## src/rtl/alu_div_pkg.sv

```systemverilog
// Shared definitions for the non-restoring divider.
//   div_state_t   : controller states
//   DIV0_Q_FILL   : bit value replicated across the quotient on divide-by-zero
//   DIV0_FLAG     : value of div_by_zero reported for a zero divisor
package alu_div_pkg;

    typedef enum logic [1:0] {
        IDLE = 2'd0,
        ITER = 2'd1,
        FIX  = 2'd2,
        FIN  = 2'd3
    } div_state_t;

    localparam logic DIV0_Q_FILL = 1'b1;
    localparam logic DIV0_FLAG   = 1'b1;

endpackage

```

## src/rtl/alu_div_step.sv

```systemverilog
// One combinational non-restoring division iteration.
//   a      : partial remainder, WIDTH+1 bits, two's complement
//   q      : partial quotient / remaining dividend bits
//   m      : divisor magnitude, zero-extended to WIDTH+1 bits
//   a_next : partial remainder after shift and add/subtract
//   q_next : quotient after shift with the new bit inserted
module alu_div_step #(
    parameter int WIDTH = 32
) (
    input  logic [WIDTH:0]   a,
    input  logic [WIDTH-1:0] q,
    input  logic [WIDTH:0]   m,
    output logic [WIDTH:0]   a_next,
    output logic [WIDTH-1:0] q_next
);

    logic [WIDTH:0] a_shift;

    // The add/subtract decision uses the sign of A before the shift; any
    // wrap of the shifted value is undone modulo 2^(WIDTH+1) by the +/-M.
    always_comb begin
        a_shift = {a[WIDTH-1:0], q[WIDTH-1]};
        if (!a[WIDTH]) begin
            a_next = a_shift - m;
        end else begin
            a_next = a_shift + m;
        end
        q_next = {q[WIDTH-2:0], ~a_next[WIDTH]};
    end

endmodule

```

## src/rtl/alu_div_nr.sv

```systemverilog
// Multi-cycle non-restoring integer divider, signed or unsigned.
//   clk, resetn        : clock, synchronous active-low reset
//   start              : request, accepted only in IDLE
//   is_signed          : two's-complement operands when 1 (sampled with start)
//   dividend, divisor  : operands (sampled with start)
//   busy               : operation in progress (accept cycle+1 through done)
//   done               : one-cycle pulse, results valid
//   quotient/remainder : truncating results, held until the next result
//   div_by_zero        : divisor was zero, held with the results
module alu_div_nr
    import alu_div_pkg::*;
#(
    parameter int WIDTH = 32
) (
    input  logic             clk,
    input  logic             resetn,
    input  logic             start,
    input  logic             is_signed,
    input  logic [WIDTH-1:0] dividend,
    input  logic [WIDTH-1:0] divisor,
    output logic             busy,
    output logic             done,
    output logic [WIDTH-1:0] quotient,
    output logic [WIDTH-1:0] remainder,
    output logic             div_by_zero
);

    localparam int CNT_W = $clog2(WIDTH + 1);

    div_state_t state, state_next;

    logic [WIDTH:0]   a_reg;
    logic [WIDTH-1:0] q_reg;
    logic [WIDTH:0]   m_reg;
    logic [CNT_W-1:0] count;
    logic             q_neg;
    logic             r_neg;

    logic             accept;
    logic             divisor_zero;
    logic [WIDTH-1:0] dividend_mag;
    logic [WIDTH-1:0] divisor_mag;
    logic [WIDTH:0]   a_step;
    logic [WIDTH-1:0] q_step;
    logic [WIDTH:0]   a_fix;
    logic [WIDTH-1:0] quot_final;
    logic [WIDTH-1:0] rem_final;

    alu_div_step #(.WIDTH(WIDTH)) u_step (
        .a      (a_reg),
        .q      (q_reg),
        .m      (m_reg),
        .a_next (a_step),
        .q_next (q_step)
    );

    always_comb begin
        accept       = (state == IDLE) && start;
        divisor_zero = (divisor == '0);
        dividend_mag = (is_signed && dividend[WIDTH-1]) ? -dividend : dividend;
        divisor_mag  = (is_signed && divisor[WIDTH-1])  ? -divisor  : divisor;
        a_fix        = a_reg[WIDTH] ? (a_reg + m_reg) : a_reg;
        quot_final   = q_neg ? -q_reg : q_reg;
        rem_final    = r_neg ? -a_fix[WIDTH-1:0] : a_fix[WIDTH-1:0];
    end

    // State register
    always_ff @(posedge clk) begin
        if (!resetn) begin
            state <= IDLE;
        end else begin
            state <= state_next;
        end
    end

    // Next-state logic
    always_comb begin
        state_next = state;
        unique case (state)
            IDLE: if (start) state_next = divisor_zero ? FIN : ITER;
            ITER: if (count == CNT_W'(1)) state_next = FIX;
            FIX:  state_next = FIN;
            FIN:  state_next = IDLE;
            default: state_next = IDLE;
        endcase
    end

    // Outputs decoded from the state register only
    always_comb begin
        busy = (state != IDLE);
        done = (state == FIN);
    end

    // Datapath and result registers
    always_ff @(posedge clk) begin
        if (!resetn) begin
            a_reg       <= '0;
            q_reg       <= '0;
            m_reg       <= '0;
            count       <= '0;
            q_neg       <= 1'b0;
            r_neg       <= 1'b0;
            quotient    <= '0;
            remainder   <= '0;
            div_by_zero <= 1'b0;
        end else if (accept) begin
            a_reg <= '0;
            q_reg <= dividend_mag;
            m_reg <= {1'b0, divisor_mag};
            count <= CNT_W'(WIDTH);
            q_neg <= is_signed && (dividend[WIDTH-1] ^ divisor[WIDTH-1]);
            r_neg <= is_signed && dividend[WIDTH-1];
            // A zero divisor skips the iterations, so its results land now.
            if (divisor_zero) begin
                quotient    <= {WIDTH{DIV0_Q_FILL}};
                remainder   <= dividend;
                div_by_zero <= DIV0_FLAG;
            end
        end else if (state == ITER) begin
            a_reg <= a_step;
            q_reg <= q_step;
            count <= count - CNT_W'(1);
        end else if (state == FIX) begin
            quotient    <= quot_final;
            remainder   <= rem_final;
            div_by_zero <= 1'b0;
        end
    end

endmodule

```

## config.mk

```make
export PLATFORM = sky130hd
export DESIGN_NAME = alu_div_nr
export DESIGN_NICKNAME = d
export VERILOG_FILES = /design/src/rtl/alu_div_pkg.sv /design/src/rtl/alu_div_step.sv /design/src/rtl/alu_div_nr.sv
export SDC_FILE = /design/constraint.sdc
export NUM_CORES = 1
export LEC_CHECK = 0
export CAP_MARGIN = 20
export CELL_PAD_IN_SITES_DETAIL_PLACEMENT = 1
export CELL_PAD_IN_SITES_GLOBAL_PLACEMENT = 1
export CORE_MARGIN = 3
export CORE_UTILIZATION = 47
export DETAILED_ROUTE_END_ITERATION = 8
export GPL_TIMING_DRIVEN = 0
export PLACE_DENSITY = 0.84
export SETUP_SLACK_MARGIN = 0.1
export SYNTH_ARGS = -nofsm -noshare
export SYNTH_HDL_FRONTEND = slang
export SYNTH_HIERARCHICAL = 1
export SYNTH_SLANG_ARGS = --single-unit
```

## constraint.sdc

```tcl
create_clock -name clk -period 10.1 [get_ports clk]
set_input_delay 1.515 -clock clk [delete_from_list [all_inputs] [get_ports clk]]
set_output_delay 1.515 -clock clk [all_outputs]
set_load 0.03 [all_outputs]
```

* After elaboration in Yosys (flattened, before gate mapping)
Cells that the tools add are included.
** Operators by class
- $add $sub $neg :: 8
- Equality and inequality tests :: 8
- Mux-type cells :: 26
- Bitwise logic cells :: 3
- Reduce and logical (&&, ||, !) cells :: 12
** Operators by type and width (number)
- $mux W32 :: 15
- $neg A32 Y32 :: 4
- $add A33 B32 Y33 :: 1
- $mux W33 :: 1
- $sub A33 B32 Y33 :: 1
- $add A32 B32 Y32 :: 1
- $logic_not A32 Y1 :: 1
- $mux W6 :: 2
- $pmux W2 S4 :: 1
- $eq A6 B1 Y1 const B :: 1
- $mux W2 :: 3
- $ne A2 B2 Y1 const B :: 3
- $reduce_bool A2 Y1 :: 3
- $sub A6 B1 Y6 const B :: 1
- $eq A2 B2 Y1 const B :: 2
- $logic_and A1 B1 Y1 :: 4
- $mux W1 :: 4
- $reduce_and A3 Y1 :: 1
- $eq A2 B1 Y1 const B :: 1
- $logic_not A2 Y1 :: 1
- $ne A2 B1 Y1 const B :: 1
- $not A1 Y1 :: 2
- $reduce_and A2 Y1 :: 1
- $reduce_or A2 Y1 :: 1
- $xor A1 B1 Y1 :: 1
** Storage, ports and cells
- Register bits after elaboration :: 172
- Input bits :: 68

* Depth between registers and ports, before layout
Gate-level depths: netlist of run 1.
- Word-level depth :: 7
- Depth in mapped cells :: 20
- Mapped depth without buffers :: 19

* Cells and area by module
The synthesis of run 1 kept the hierarchy.
** Modules (own cells, without submodules)
- alu_div_nr :: instances 1, cells an instance 1493, area each 11576.1 um^2, seq. area each 3443.3 um^2
- alu_div_step :: instances 1, cells an instance 387, area each 2680.1 um^2, seq. area each 0.0 um^2

* Worst setup path after synthesis of run 1
OpenSTA, ideal clock, no wires.
- Path type :: input-to-reg
- Start :: input divisor[19]
- End :: register remainder[19]
- Data arrival time :: 4.055 ns
- Required time :: 9.984 ns
- Slack :: 5.929 ns
- Stages :: 11
- Buffers on the path :: 2
- Cells stage by stage :: or3_1 > or3_1 > nor4_1 > nand3_1 > nor4_1 > nand2_1 > a21oi_1 > clkbuf_1 > buf_1 > o211ai_1 > o211a_1
** Between the ends
- Cells in the longest elaborated chain, start to end :: 3
** RTL lines
- start, declared :: RTL line alu_div_nr.sv:20 : input logic [WIDTH-1:0] divisor,
- $logic_not A32 Y1 :: RTL line alu_div_nr.sv:59 : divisor_zero = (divisor == '0);
- $ne A2 B1 Y1 (no source line)
- $reduce_and A3 Y1 (no source line)
- end signal, assigned :: RTL line alu_div_nr.sv:116 : remainder <= dividend;
- end signal, assigned :: RTL line alu_div_nr.sv:125 : remainder <= rem_final;
- end, declared :: RTL line alu_div_nr.sv:24 : output logic [WIDTH-1:0] remainder,
No other way between the ends.
A chain may end at the register's enable or synchronous reset.

* Worst setup path after layout of run 1
- Start :: input divisor[2]
- End :: register quotient[14]
** Between the ends
- Cells in the longest elaborated chain, start to end :: 3
** RTL lines
- $logic_not A32 Y1 :: RTL line alu_div_nr.sv:59
- $ne A2 B1 Y1 (no source line)
- $reduce_and A3 Y1 (no source line)
- end signal, assigned :: RTL line alu_div_nr.sv:115 : quotient <= {WIDTH{DIV0_Q_FILL}};
- end signal, assigned :: RTL line alu_div_nr.sv:124 : quotient <= quot_final;
- end, declared :: RTL line alu_div_nr.sv:23 : output logic [WIDTH-1:0] quotient,
No other way between the ends.

==> results of run 1 <==
[power by group]
part / internal [mW] / leakage (nW) / switching, mW
Clock: 0.400 / 0.303 / 0.337
Combinational: 1.42 / 4.69 / 2.30
Sequential: 0.880 / 1.41 / 0.297
Total: 2.70 / 6.40 / 2.93
[Yosys cell counts, types with 20 or more instances]
| cell | count | share of area |
|---|---|---|
| clkbuf_1 | 76 | 0.020 |
| nor4_1 | 21 | 0.0092 |
| ha_1 | 76 | 0.067 |
| nand2_1 | 169 | 0.044 |
| nor3_1 | 38 | 0.013 |
| nand3_1 | 32 | 0.011 |
| a21o_1 | 24 | 0.013 |
| or3_1 | 32 | 0.014 |
| dfxtp_1 | 172 | 0.24 |
| a21oi_1 | 162 | 0.057 |
| buf_4 | 31 | 0.016 |
| o21ai_0 | 125 | 0.044 |
| inv_1 | 37 | 0.0097 |
| nor2_1 | 231 | 0.061 |
| a211oi_1 | 78 | 0.041 |
| nand4_1 | 21 | 0.0092 |
| a311oi_1 | 20 | 0.012 |
| xnor2_1 | 81 | 0.050 |
| xor2_1 | 108 | 0.066 |
| mux2i_1 | 73 | 0.051 |
[layout by cell type (no fill, tap or decap), drive strengths merged, types with 14 or more instances in the layout]
cell           count
a211oi            80
a21o              24
a21oi            168
a311oi            20
a31oi             15
buf               56
clkbuf            95
clkdlybuf4s50    134
dfxtp            172
ha                76
inv               43
mux2i             73
nand2            171
nand3             34
nand4             21
nor2             232
nor2b             16
nor3              39
nor4              22
o211ai            14
o21ai            134
o31ai             19
o41ai             15
or3               32
xnor2             81
xor2             108
[path summary, 6_finish.rpt]
kind / from / to / slack, ns / depth (start not counted)
worst min-delay path: count[1]$_SDFFE_PP0P_ / count[1]$_SDFFE_PP0P_ / 0.50 / 2
worst min register to register: count[1]$_SDFFE_PP0P_ / count[1]$_SDFFE_PP0P_ / 0.50 / 2
worst max-delay path: divisor[2] / quotient[14]$_SDFFE_PN0P_ / 3.96 / 12
worst max register to register: m_reg[1]$_SDFFE_PN0P_ / a_reg[29]$_SDFFE_PP0P_ / 5.38 / 16
[per-layer routing]
metal  up-vias  GRT usage  share of wire
li1       7098          -              -
met1      7487      0.415           0.41
met2       505      0.584           0.47
met3       144     0.0535          0.053
met4         0      0.207          0.065
met5         -          0              0
[worst reg2reg max path: cells and delay by family (launching register included)]
family | cells | cell delay (ns)
simple gates | 7 | 2.25
compound gates | 3 | 0.78
fa+ha+maj | 2 | 0.61
flops | 1 | 0.41
xor+xnor | 2 | 0.38
buf+inv | 1 | 0.12
mux | 1 | 0.10
[cell type report]
cell class                      count  area (um^2)  share of cell area
Buffer                            134          641              0.0383
Clock buffer                       17          425              0.0254
Clock inverter                     15          209              0.0125
Inverter                           38          143             0.00853
Multi-Input combinational cell   1536        10000               0.600
Sequential cell                   172         3440               0.206
Tap cell                          390          488              0.0292
Timing Repair Buffer              134         1340              0.0802
[kinds of logic (layout without fill, tap and decap cells)]
kind of cell | count (synthesis) | after routing | synth area share
muxes | 76 | 76 | 0.0536
other | 1 | 1 | 0.000263
and+or+nand+nor | 627 | 627 | 0.204
buffers and inverters | 172 | 338 | 0.0549
AOI/OAI and AO/OA | 565 | 565 | 0.260
xor gates and xnor gates | 189 | 189 | 0.116
adders and majority gates | 78 | 78 | 0.0695
DFF | 172 | 172 | 0.242
==> summary.md, run 1 <==
| Metric | Value |
|---|---|
| Status | completed |
| N_diodes | 0 |
| Setup TNS | 0 ns |
| Die X | 180 um |
| DP Area | 16100 um^2 |
| Leak | 6.40 nW |
| Cell mode on critical path | nand2_1 |
| Final worst slack | 3.96 ns |
| First-pass GRT wire length | 89900 um |
| Root buffer cell | clkbuf_16 |
| CTS tree | yes |
| Drt drc | 0 |
| Critical Path AT | 6.45 ns |
| PnR Total Power | 5.63 mW |
| Layout cell share with drive strength beyond 1 | 0.0601 |
| CTS resizes | 0 |
| Worst vdd ir | 0.000272 V |
| H-tree levels | 4 |
| Initial DRC Count | 993 |
| Crit-path max cell delay | 0.90 ns |
| Total Nets Final | 2179 |
| PD cells | 337 nW/um^2 |
| Setup Crit Path Kind | in -> reg |
| Finished Layout Cells | 2436 |
| CP max-delay cell | nor2_1 |
| Async S/R FF share, synth | 0 |
| Routed wire length | 57600 um |
| Post-DRT Antenna Nets | 0 |
| Critical Path Source Type | input port |
| RSZ-0062 raised after global routing | no |
| Die Y | 180 um |
| Worst setup EP type | register |
| Worst-path cell chain | clkdlybuf4s50_1 -> nor4_1 -> and3_1 -> and3b_1 -> nand3_1 -> nor4_2 -> nand2_1 -> nand2_1 -> nand2_1 -> nor2_1 -> clkbuf_1 -> a211oi_1 |
| Worst Tran Pin Value | 1.17 ns |
| Placed insts | 2404 |
| Area growth, synth to finish | 17.3% |
| Worst hold slack | 0.503 ns |
| Core Region | 29800 um^2 |
| Vias in the first global route | 15.8k |
| TritonRoute pass-1 iters | 7 |
| WL/cell | 23.7 um |
| Post-synth EDFFs | 0 |
| Final setup vio count | 0 |
| Final design area excluding fillers | 16700 um^2 |
| Post-synthesis register bit count | 172 |
| Fin. Hold Viols | 0 |
| Max FFs per register | 33 |
| Post-CTS Setup Inserts | 0 |
| Number of port buffers | 134 |
| Routed vias/inst | 6.25 |
| Initial antenna violation count | 0 |
| Layout filler cell count | 3802 |
| Max Clk Rate | 0.163 GHz |
| Clock Sinks | 172 |
| Reg clk slew, reported paths | 0.07 ns |
| Die area | 32500 um^2 |
| Global route overflow | 0 |
| Worst-skew pair later-pin latency | 0.47 ns |
| Cell area after synthesis | 14300 um^2 |
| CTS buffer count | 17 |
| Final period utilization | 0.608 |
| Clock period minus worst slack | 6.14 ns |
| Tot GR Track Use | 0.346 |
| Worst Skew | 0.0138 ns |
| IO Pins | 135 |
| Synth warnings | 6 |
| Final Slew Violations | 0 |
| Pre-CTS setup slack | 3.59 ns |
| Rows | 63 |
| Crit-path max FO | 10 |
| Syn Area/Cell | 7.58 um^2 |
| Placer Congestion | 0.934 |
| Required @ worst endpoint | 10.41 ns |
| Post-DP HPWL | 45700 um |
| Slew margin rel. | 0.217 |
| CP Buf/Inv Count | 2 |
| Syn Inst Count | 1880 |
| Syn_nets | 2026 |
| Clock Path Buffers | 2 |
| Most used DFF post-synth | dfxtp_1 |
| Fin util | 0.561 |
| Worst hold path type | reg -> reg |
| Via count | 15.2k |
| Largest net degree at the start of global routing | 18 |
| CP top delay family | simple AND/OR/NAND/NOR gates |
| Synth cell types | 90 |
| CTS Hold Buffers Added | 0 |
| Initial core utilization | 0.478 |
| Register area share after synthesis | 0.242 |
| Maxcap violations | 0 |
(Power assumes the default switching activity.)
==> run 2: changes to the inputs <==
--- a/config.mk
+++ b/config.mk
@@ -9,10 +9,10 @@
 export CELL_PAD_IN_SITES_DETAIL_PLACEMENT = 1
 export CELL_PAD_IN_SITES_GLOBAL_PLACEMENT = 1
 export CORE_MARGIN = 3
-export CORE_UTILIZATION = 47
+export CORE_UTILIZATION = 44
 export DETAILED_ROUTE_END_ITERATION = 8
 export GPL_TIMING_DRIVEN = 0
-export PLACE_DENSITY = 0.84
+export PLACE_DENSITY = 0.79
 export SETUP_SLACK_MARGIN = 0.1
 export SYNTH_ARGS = -nofsm -noshare
 export SYNTH_HDL_FRONTEND = slang
==> constraint.sdc (replaced) <==
create_clock -name clk -period 6.45 [get_ports clk]
set_input_delay 0.9675 -clock clk [delete_from_list [all_inputs] [get_ports clk]]
set_output_delay 0.9675 -clock clk [all_outputs]
set_load 0.03 [all_outputs]
==> run 2 against run 1 <==
Against the previous run:
- final cell count rose by 0.57%
- sequential share of layout area about the same
- hold slack worse by 0.0040 ns
- sequential cell count is the same
- first-iteration DRC count decreased by 19%
- global-route usage is 1.1 points lower
- setup slack worse by 2.7 ns
- via count decreased by 1.1%
- utilization fell by 3.3 points
- total power increased by 56%
- die area up 6.6%
- register-to-register slack lost 3.8 ns
==> summary.md, run 2 (same netlist as run 1, synthesis figures left out) <==
| Metric | Value |
|---|---|
| Maxcap violations | 0 (unchanged) |
| Worst hold path type | reg -> reg (unchanged) |
| Slew margin rel. | 0.255 (was 0.217) |
| Worst-path cell chain | clkdlybuf4s50_1 -> nor4_1 -> and3_1 -> and3b_1 -> nand3_1 -> nor4_2 -> buf_4 -> nand2_1 -> nand2_1 -> nand2_1 -> nor2_1 -> buf_6 -> clkbuf_1 -> a21oi_1 (was clkdlybuf4s50_1 -> nor4_1 -> and3_1 -> and3b_1 -> nand3_1 -> nor4_2 -> nand2_1 -> nand2_1 -> nand2_1 -> nor2_1 -> clkbuf_1 -> a211oi_1) |
| Worst Tran Pin Value | 1.12 ns (was 1.17 ns) |
| Root buffer cell | clkbuf_16 (unchanged) |
| R2R depth | 17 (was 16) |
| Final worst slack | 1.24 ns (was 3.96 ns) |
| Max FFs per register | 33 (unchanged) |
| Leak | 6.41 nW (was 6.40 nW) |
| CP max-delay cell | nor4_1 (was nor2_1) |
| Worst setup EP type | register (unchanged) |
| Placer Congestion | 0.976 (was 0.934) |
| CTS resizes | 0 (unchanged) |
| Total Nets Final | 2181 (was 2179) |
| Worst-skew pair later-pin latency | 0.47 ns (about the same) |
| Pre-CTS setup slack | 0.909 ns (was 3.59 ns) |
| Critical Path AT | 5.51 ns (was 6.45 ns) |
| Post-CTS Setup Inserts | 0 (unchanged) |
| Worst vdd ir | 0.000443 V (was 0.000272 V) |
| Tot GR Track Use | 0.335 (was 0.346) |
| Clock Sinks | 172 (unchanged) |
| Drt drc | 0 (unchanged) |
| Via count | 15.1k (was 15.2k) |
| Clock Path Buffers | 2 (unchanged) |
| PD cells | 526 nW/um^2 (was 337 nW/um^2) |
| CTS Hold Buffers Added | 0 (unchanged) |
| Most frequent cells in the layout | nor2_1 (231), dfxtp_1 (172), nand2_1 (169) (unchanged) |
| Post-DRT Antenna Nets | 0 (unchanged) |
| Routed wire length | 58300 um (was 57600 um) |
| CP top delay family | simple AND/OR/NAND/NOR gates (unchanged) |
| R2R Path End | a_reg[29]$_SDFFE_PP0P_ (unchanged) |
| Critical Path Source Type | input port (unchanged) |
| TritonRoute pass-1 iters | 5 (was 7) |
| Hold Path Stages | 2 (unchanged) |
| PnR Total Power | 8.81 mW (was 5.63 mW) |
| RSZ-0062 raised after global routing | no (unchanged) |
| First-pass GRT wire length | 89400 um (was 89900 um) |
| Worst Skew | 0.0247 ns (was 0.0138 ns) |
| Setup Crit Path Kind | in -> reg (unchanged) |
| Initial antenna violation count | 0 (unchanged) |
| Largest net degree at the start of global routing | 17 (was 18) |
| Cell mode on critical path | nand2_1 (unchanged) |
| Die X | 186 um (was 180 um) |
| Area growth, synth to finish | 17.5% (was 17.3%) |
| Required @ worst endpoint | 6.75 ns (was 10.41 ns) |
| Clock period minus worst slack | 5.21 ns |
| WL/cell | 23.8 um (was 23.7 um) |
| Worst Min Path Start | quotient[0]$_SDFFE_PN0P_ (was count[1]$_SDFFE_PP0P_) |
| Final setup vio count | 0 (unchanged) |
| IO Pins | 135 (unchanged) |
| Global route overflow | 0 (unchanged) |
| Most common library cell in the layout ignoring fill and taps | nor2_1 (unchanged) |
| FF-to-FF setup slack | 1.54 ns (was 5.38 ns) |
| Core Region | 31700 um^2 (was 29800 um^2) |
| Initial core utilization | 0.449 (was 0.478) |
| CP Buf/Inv Count | 4 (was 2) |
| Initial DRC Count | 807 (was 993) |
| Final design area excluding fillers | 16800 um^2 (was 16700 um^2) |
| Routed vias/inst | 6.15 (was 6.25) |
| N_diodes | 0 (unchanged) |
| CTS tree | yes (unchanged) |
| Post-DP HPWL | 46700 um (was 45700 um) |
| Number of port buffers | 134 (unchanged) |
| Worst hold slack | 0.499 ns (was 0.503 ns) |
| Crit-path max cell delay | 0.66 ns (was 0.90 ns) |
| Hold Path End | quotient[0]$_SDFFE_PN0P_ (was count[1]$_SDFFE_PP0P_) |
| Max Clk Rate | 0.192 GHz |
| Vias in the first global route | 15.6k (was 15.8k) |
| Layout filler cell count | 3967 (was 3802) |
| Status | completed (unchanged) |
| Die area | 34600 um^2 (was 32500 um^2) |
| Reg clk slew, reported paths | 0.07 ns (about the same) |
| DP Area | 16100 um^2 (about the same) |
| CTS buffer count | 17 (unchanged) |
| Rows | 65 (was 63) |
| Die Y | 186 um (was 180 um) |
| Fin. Hold Viols | 0 (unchanged) |
| Final Slew Violations | 0 (unchanged) |
| H-tree levels | 4 (unchanged) |
| Layout cell share with drive strength beyond 1 | 0.0605 (was 0.0601) |
| Crit-path max FO | 10 (unchanged) |
| Worst reg2reg startpoint | m_reg[1]$_SDFFE_PN0P_ (unchanged) |
| Final period utilization | 0.808 |
==> run 2: changes by cell type in the layout (fill, tap and decap cells not counted), sizes merged <==
| cell | delta |
|---|---|
| clkinv | -3 |
| clkinvlp | -2 |
| inv | +2 |
| clkbuf | +3 |
| buf | +2 |
==> run 2: metal layers <==
layer,up-vias,wire (um),GRT usage
met4,0,2690,0.149
met2,431,28300,0.595
met1,7423,24600,0.405
met3,117,2750,0.0403
li1,7100,-,-
met5,-,0,0
==> run 2: tightest hold or removal path: stages (launching register included) <==
cell      delay [ns]
dfxtp_1         0.31
nor2_1          0.09
a211oi_1        0.05
==> run 2: cell type report <==
| type | instances | area, um^2 | share of cell area |
|---|---|---|---|
| plain buffers | 134 | 641 | 0.0382 |
| repair buffers | 136 | 1360 | 0.0812 |
| clock buffers | 20 | 457 | 0.0273 |
| multi-input cells | 1536 | 10000 | 0.599 |
| clock inverters | 12 | 171 | 0.0102 |
| well taps | 402 | 503 | 0.0300 |
| flip-flops and latches | 172 | 3440 | 0.206 |
| inverters | 38 | 143 | 0.00851 |
==> run 2: how the worst max path moves through the flow <==
stage	startpoint	slack, ns	cells after the start	end
global placement	divisor[2]	-0.19	12	quotient[18]$_SDFFE_PN0P_
CTS	divisor[2]	1.34	14	quotient[31]$_SDFFE_PN0P_
global route	m_reg[1]$_SDFFE_PN0P_	1.14	16	a_reg[29]$_SDFFE_PP0P_
finish	divisor[2]	1.24	14	quotient[31]$_SDFFE_PN0P_
floorplan	a_reg[0]$_SDFFE_PP0P_	2.61	12	remainder[29]$_SDFFE_PN0P_
detailed placement	divisor[2]	0.91	14	quotient[14]$_SDFFE_PN0P_
==> run 2: report_power, final <==
group	total [mW]	switching (mW)	internal, mW
combinational	5.81	3.59	2.22
sequential	1.84	0.466	1.38
clock	1.15	0.509	0.644
==> run 2: through the flow <==
step,utilization,setup TNS (ns),instances
floorplan,-,0,1880
global placement,0.508,-1.73,2416
detailed placement,0.508,0,2418
CTS,0.528,0,2450
global route,0.528,0,2450
finish,0.528,0,2450
==> run 3: changes to the inputs <==
--- a/config.mk
+++ b/config.mk
@@ -9,10 +9,10 @@
 export CELL_PAD_IN_SITES_DETAIL_PLACEMENT = 1
 export CELL_PAD_IN_SITES_GLOBAL_PLACEMENT = 1
 export CORE_MARGIN = 3
-export CORE_UTILIZATION = 44
+export CORE_UTILIZATION = 39
 export DETAILED_ROUTE_END_ITERATION = 8
 export GPL_TIMING_DRIVEN = 0
-export PLACE_DENSITY = 0.79
+export PLACE_DENSITY = 0.74
 export SETUP_SLACK_MARGIN = 0.1
 export SYNTH_ARGS = -nofsm -noshare
 export SYNTH_HDL_FRONTEND = slang
==> constraint.sdc (replaced) <==
create_clock -name clk -period 4.71 [get_ports clk]
set_input_delay 0.7065 -clock clk [delete_from_list [all_inputs] [get_ports clk]]
set_output_delay 0.7065 -clock clk [all_outputs]
set_load 0.03 [all_outputs]
==> run 3 against run 2 <==
Against the previous run:
- sequential power increased by 37%
- count of clock-buffer cells in the layout decreased by 2
- hold slack improved by 0.0029 ns
- sequential share of layout area decreased by 0.13 points
- setup slack got worse by 0.93 ns
- non-clock buffer count is the same
- die area is 12% higher
==> summary.md, run 3 (same netlist as run 1, synthesis figures left out) <==
| Metric | Value |
|---|---|
| Root buffer cell | clkbuf_16 (unchanged) |
| R2R depth | 13 (was 17) |
| CP max-delay cell | clkdlybuf4s50_1 (was nor4_1) |
| Post-DP HPWL | 46200 um (was 46700 um) |
| Initial antenna violation count | 0 (unchanged) |
| Routed vias/inst | 5.93 (was 6.15) |
| Setup TNS | 0 ns (unchanged) |
| Placer Congestion | 0.950 (was 0.976) |
| CTS buffer count | 17 (unchanged) |
| Most frequent cells in the layout | nor2_1 (231), dfxtp_1 (172), nand2_1 (169) (unchanged) |
| Die Y | 197 um (was 186 um) |
| Final setup vio count | 0 (unchanged) |
| Max FFs per register | 33 (unchanged) |
| Required @ worst endpoint | 5.01 ns (was 6.75 ns) |
| Worst Tran Pin Value | 1.15 ns (was 1.12 ns) |
| Die area | 38900 um^2 (was 34600 um^2) |
| Fin. Hold Viols | 0 (unchanged) |
| Tot GR Track Use | 0.287 (was 0.335) |
| Critical Path AT | 4.70 ns (was 5.51 ns) |
| Setup Crit Path Kind | in -> reg (unchanged) |
| Global route overflow | 0 (unchanged) |
| WP depth | 14 (unchanged) |
| Final design area excluding fillers | 16900 um^2 (was 16800 um^2) |
| First-pass GRT wire length | 87400 um (was 89400 um) |
| Via count | 14.9k (was 15.1k) |
| Rows | 69 (was 65) |
| Cell mode on critical path | nand2_1 (unchanged) |
| Largest net degree at the start of global routing | 18 (was 17) |
| Initial DRC Count | 816 (was 807) |
| Worst setup EP type | register (unchanged) |
| Status | completed (unchanged) |
| TritonRoute pass-1 iters | 5 (unchanged) |
| Worst hold path type | reg -> reg (unchanged) |
| Worst Skew | 0.00960 ns (was 0.0247 ns) |
| Worst vdd ir | 0.000437 V (was 0.000443 V) |
| CP top delay family | simple AND/OR/NAND/NOR gates (unchanged) |
| IO Pins | 135 (unchanged) |
| DP Area | 16200 um^2 (was 16100 um^2) |
| CP Buf/Inv Count | 4 (unchanged) |
| Core Region | 35800 um^2 (was 31700 um^2) |
| Crit-path max FO | 10 (unchanged) |
| FF-to-FF setup slack | 0.32 ns (was 1.54 ns) |
| WL/cell | 22.8 um (was 23.8 um) |
| Fin util | 0.470 (was 0.528) |
| RSZ-0062 raised after global routing | yes (was no) |
| Vias in the first global route | 15.2k (was 15.6k) |
| Worst hold slack | 0.502 ns (was 0.499 ns) |
| Clock Sinks | 172 (unchanged) |
| Final Slew Violations | 0 (unchanged) |
| Hold Path Stages | 2 (unchanged) |
| Reg clk slew, reported paths | 0.08 ns (was 0.07 ns) |
| Die X | 197 um (was 186 um) |
| Post-DRT Antenna Nets | 0 (unchanged) |
| Post-CTS Setup Inserts | 0 (unchanged) |
| Slew margin rel. | 0.233 (was 0.255) |
| Crit-path max cell delay | 0.50 ns (was 0.66 ns) |
| CTS tree | yes (unchanged) |
| Initial core utilization | 0.398 (was 0.449) |
| Layout filler cell count | 4450 (was 3967) |
| Worst-skew pair later-pin latency | 0.45 ns (was 0.47 ns) |
| Critical Path Source Type | input port (unchanged) |
| Maxcap violations | 0 (unchanged) |
| Leak | 6.41 nW (about the same) |
| Clock Path Buffers | 2 (unchanged) |
| Area growth, synth to finish | 18.2% (was 17.5%) |
| Layout cell share with drive strength beyond 1 | 0.0659 (was 0.0605) |
| Most common library cell in the layout ignoring fill and taps | nor2_1 (unchanged) |
| Drt drc | 0 (unchanged) |
| Worst-path cell chain | clkdlybuf4s50_1 -> nor4_2 -> and3_1 -> and3b_1 -> nand3_1 -> nor4_2 -> buf_4 -> nand2_1 -> nand2_1 -> nand2_1 -> nor2_1 -> buf_4 -> clkbuf_1 -> a211oi_1 (was clkdlybuf4s50_1 -> nor4_1 -> and3_1 -> and3b_1 -> nand3_1 -> nor4_2 -> buf_4 -> nand2_1 -> nand2_1 -> nand2_1 -> nor2_1 -> buf_6 -> clkbuf_1 -> a21oi_1) |
| Total Nets Final | 2181 (unchanged) |
| PD cells | 713 nW/um^2 (was 526 nW/um^2) |
| H-tree levels | 4 (unchanged) |
| N_diodes | 0 (unchanged) |
| Max Clk Rate | 0.227 GHz |
| Final period utilization | 0.935 |
| Routed wire length | 57100 um (was 58300 um) |
| Number of port buffers | 134 (unchanged) |
| Clock period minus worst slack | 4.40 ns |
==> run 3: cell types whose count changed in the layout (fill, tap and decap cells not counted), moves of 2 or more <==
cell and delta:
clkbuf_1 -3, clkbuf_2 +3, clkinv_8 +2, clkinvlp_4 +2
o21ai_0 -2, o21ai_1 +2
==> run 3: area by class of cell <==
cell class | count | area, um^2 | area share
plain buffers | 134 | 644 | 0.0382
clock buffers | 18 | 439 | 0.0261
clock inverters | 14 | 180 | 0.0107
inverters | 38 | 143 | 0.00846
multi-input cells | 1536 | 10100 | 0.598
flip-flops and latches | 172 | 3440 | 0.204
well taps | 461 | 577 | 0.0342
repair buffers | 136 | 1360 | 0.0805
==> run 3: what timing repair did <==
item                       in CTS  in global routing
resized for setup               2                 13
hold buffers                    0                  0
hold endpoints to repair        0                  0
pin swaps                       0                  1
setup endpoints to repair       2                 46
==> run 3: layer usage <==
metal,global-route usage,up-vias,share of wire
met5,0,-,0
met4,0.138,0,0.051
met3,0.0365,106,0.046
met2,0.498,396,0.47
met1,0.353,7273,0.43
li1,-,7098,-
==> run 3: power breakdown <==
| group | total [mW] | switching [mW] | internal (mW) |
|---|---|---|---|
| registers | 2.52 | 0.630 | 1.89 |
| clock network | 1.54 | 0.723 | 0.821 |
| logic | 7.96 | 4.91 | 3.05 |
==> run 3: path summary, 6_finish.rpt <==
| kind | startpoint | endpoint |
|---|---|---|
| max | divisor[2] | quotient[5]$_SDFFE_PN0P_ |
| min | quotient[13]$_SDFFE_PN0P_ | quotient[13]$_SDFFE_PN0P_ |
| max reg2reg | a_reg[0]$_SDFFE_PP0P_ | remainder[30]$_SDFFE_PN0P_ |
| min reg2reg | quotient[13]$_SDFFE_PN0P_ | quotient[13]$_SDFFE_PN0P_ |
==> run 3: worst min-delay path: cells and delay by family (launching register included) <==
| family | cells | cell delay (ns) |
|---|---|---|
| flip-flops | 1 | 0.31 |
| AO/OA/AOI/OAI | 1 | 0.05 |
| AND/OR/NAND/NOR | 1 | 0.10 |
==> run 3: per-stage QoR <==
stage | worst slack (ns) | power [mW] | std cells
floorplan | 0.873 | 8.04 | 1880
global placement | -1.72 | 10.1 | 2475
detailed placement | -0.312 | 10.4 | 2477
CTS | 0.140 | 11.9 | 2509
global route | 0.0592 | 12.9 | 2509
finish | 0.308 | 12.0 | 2509
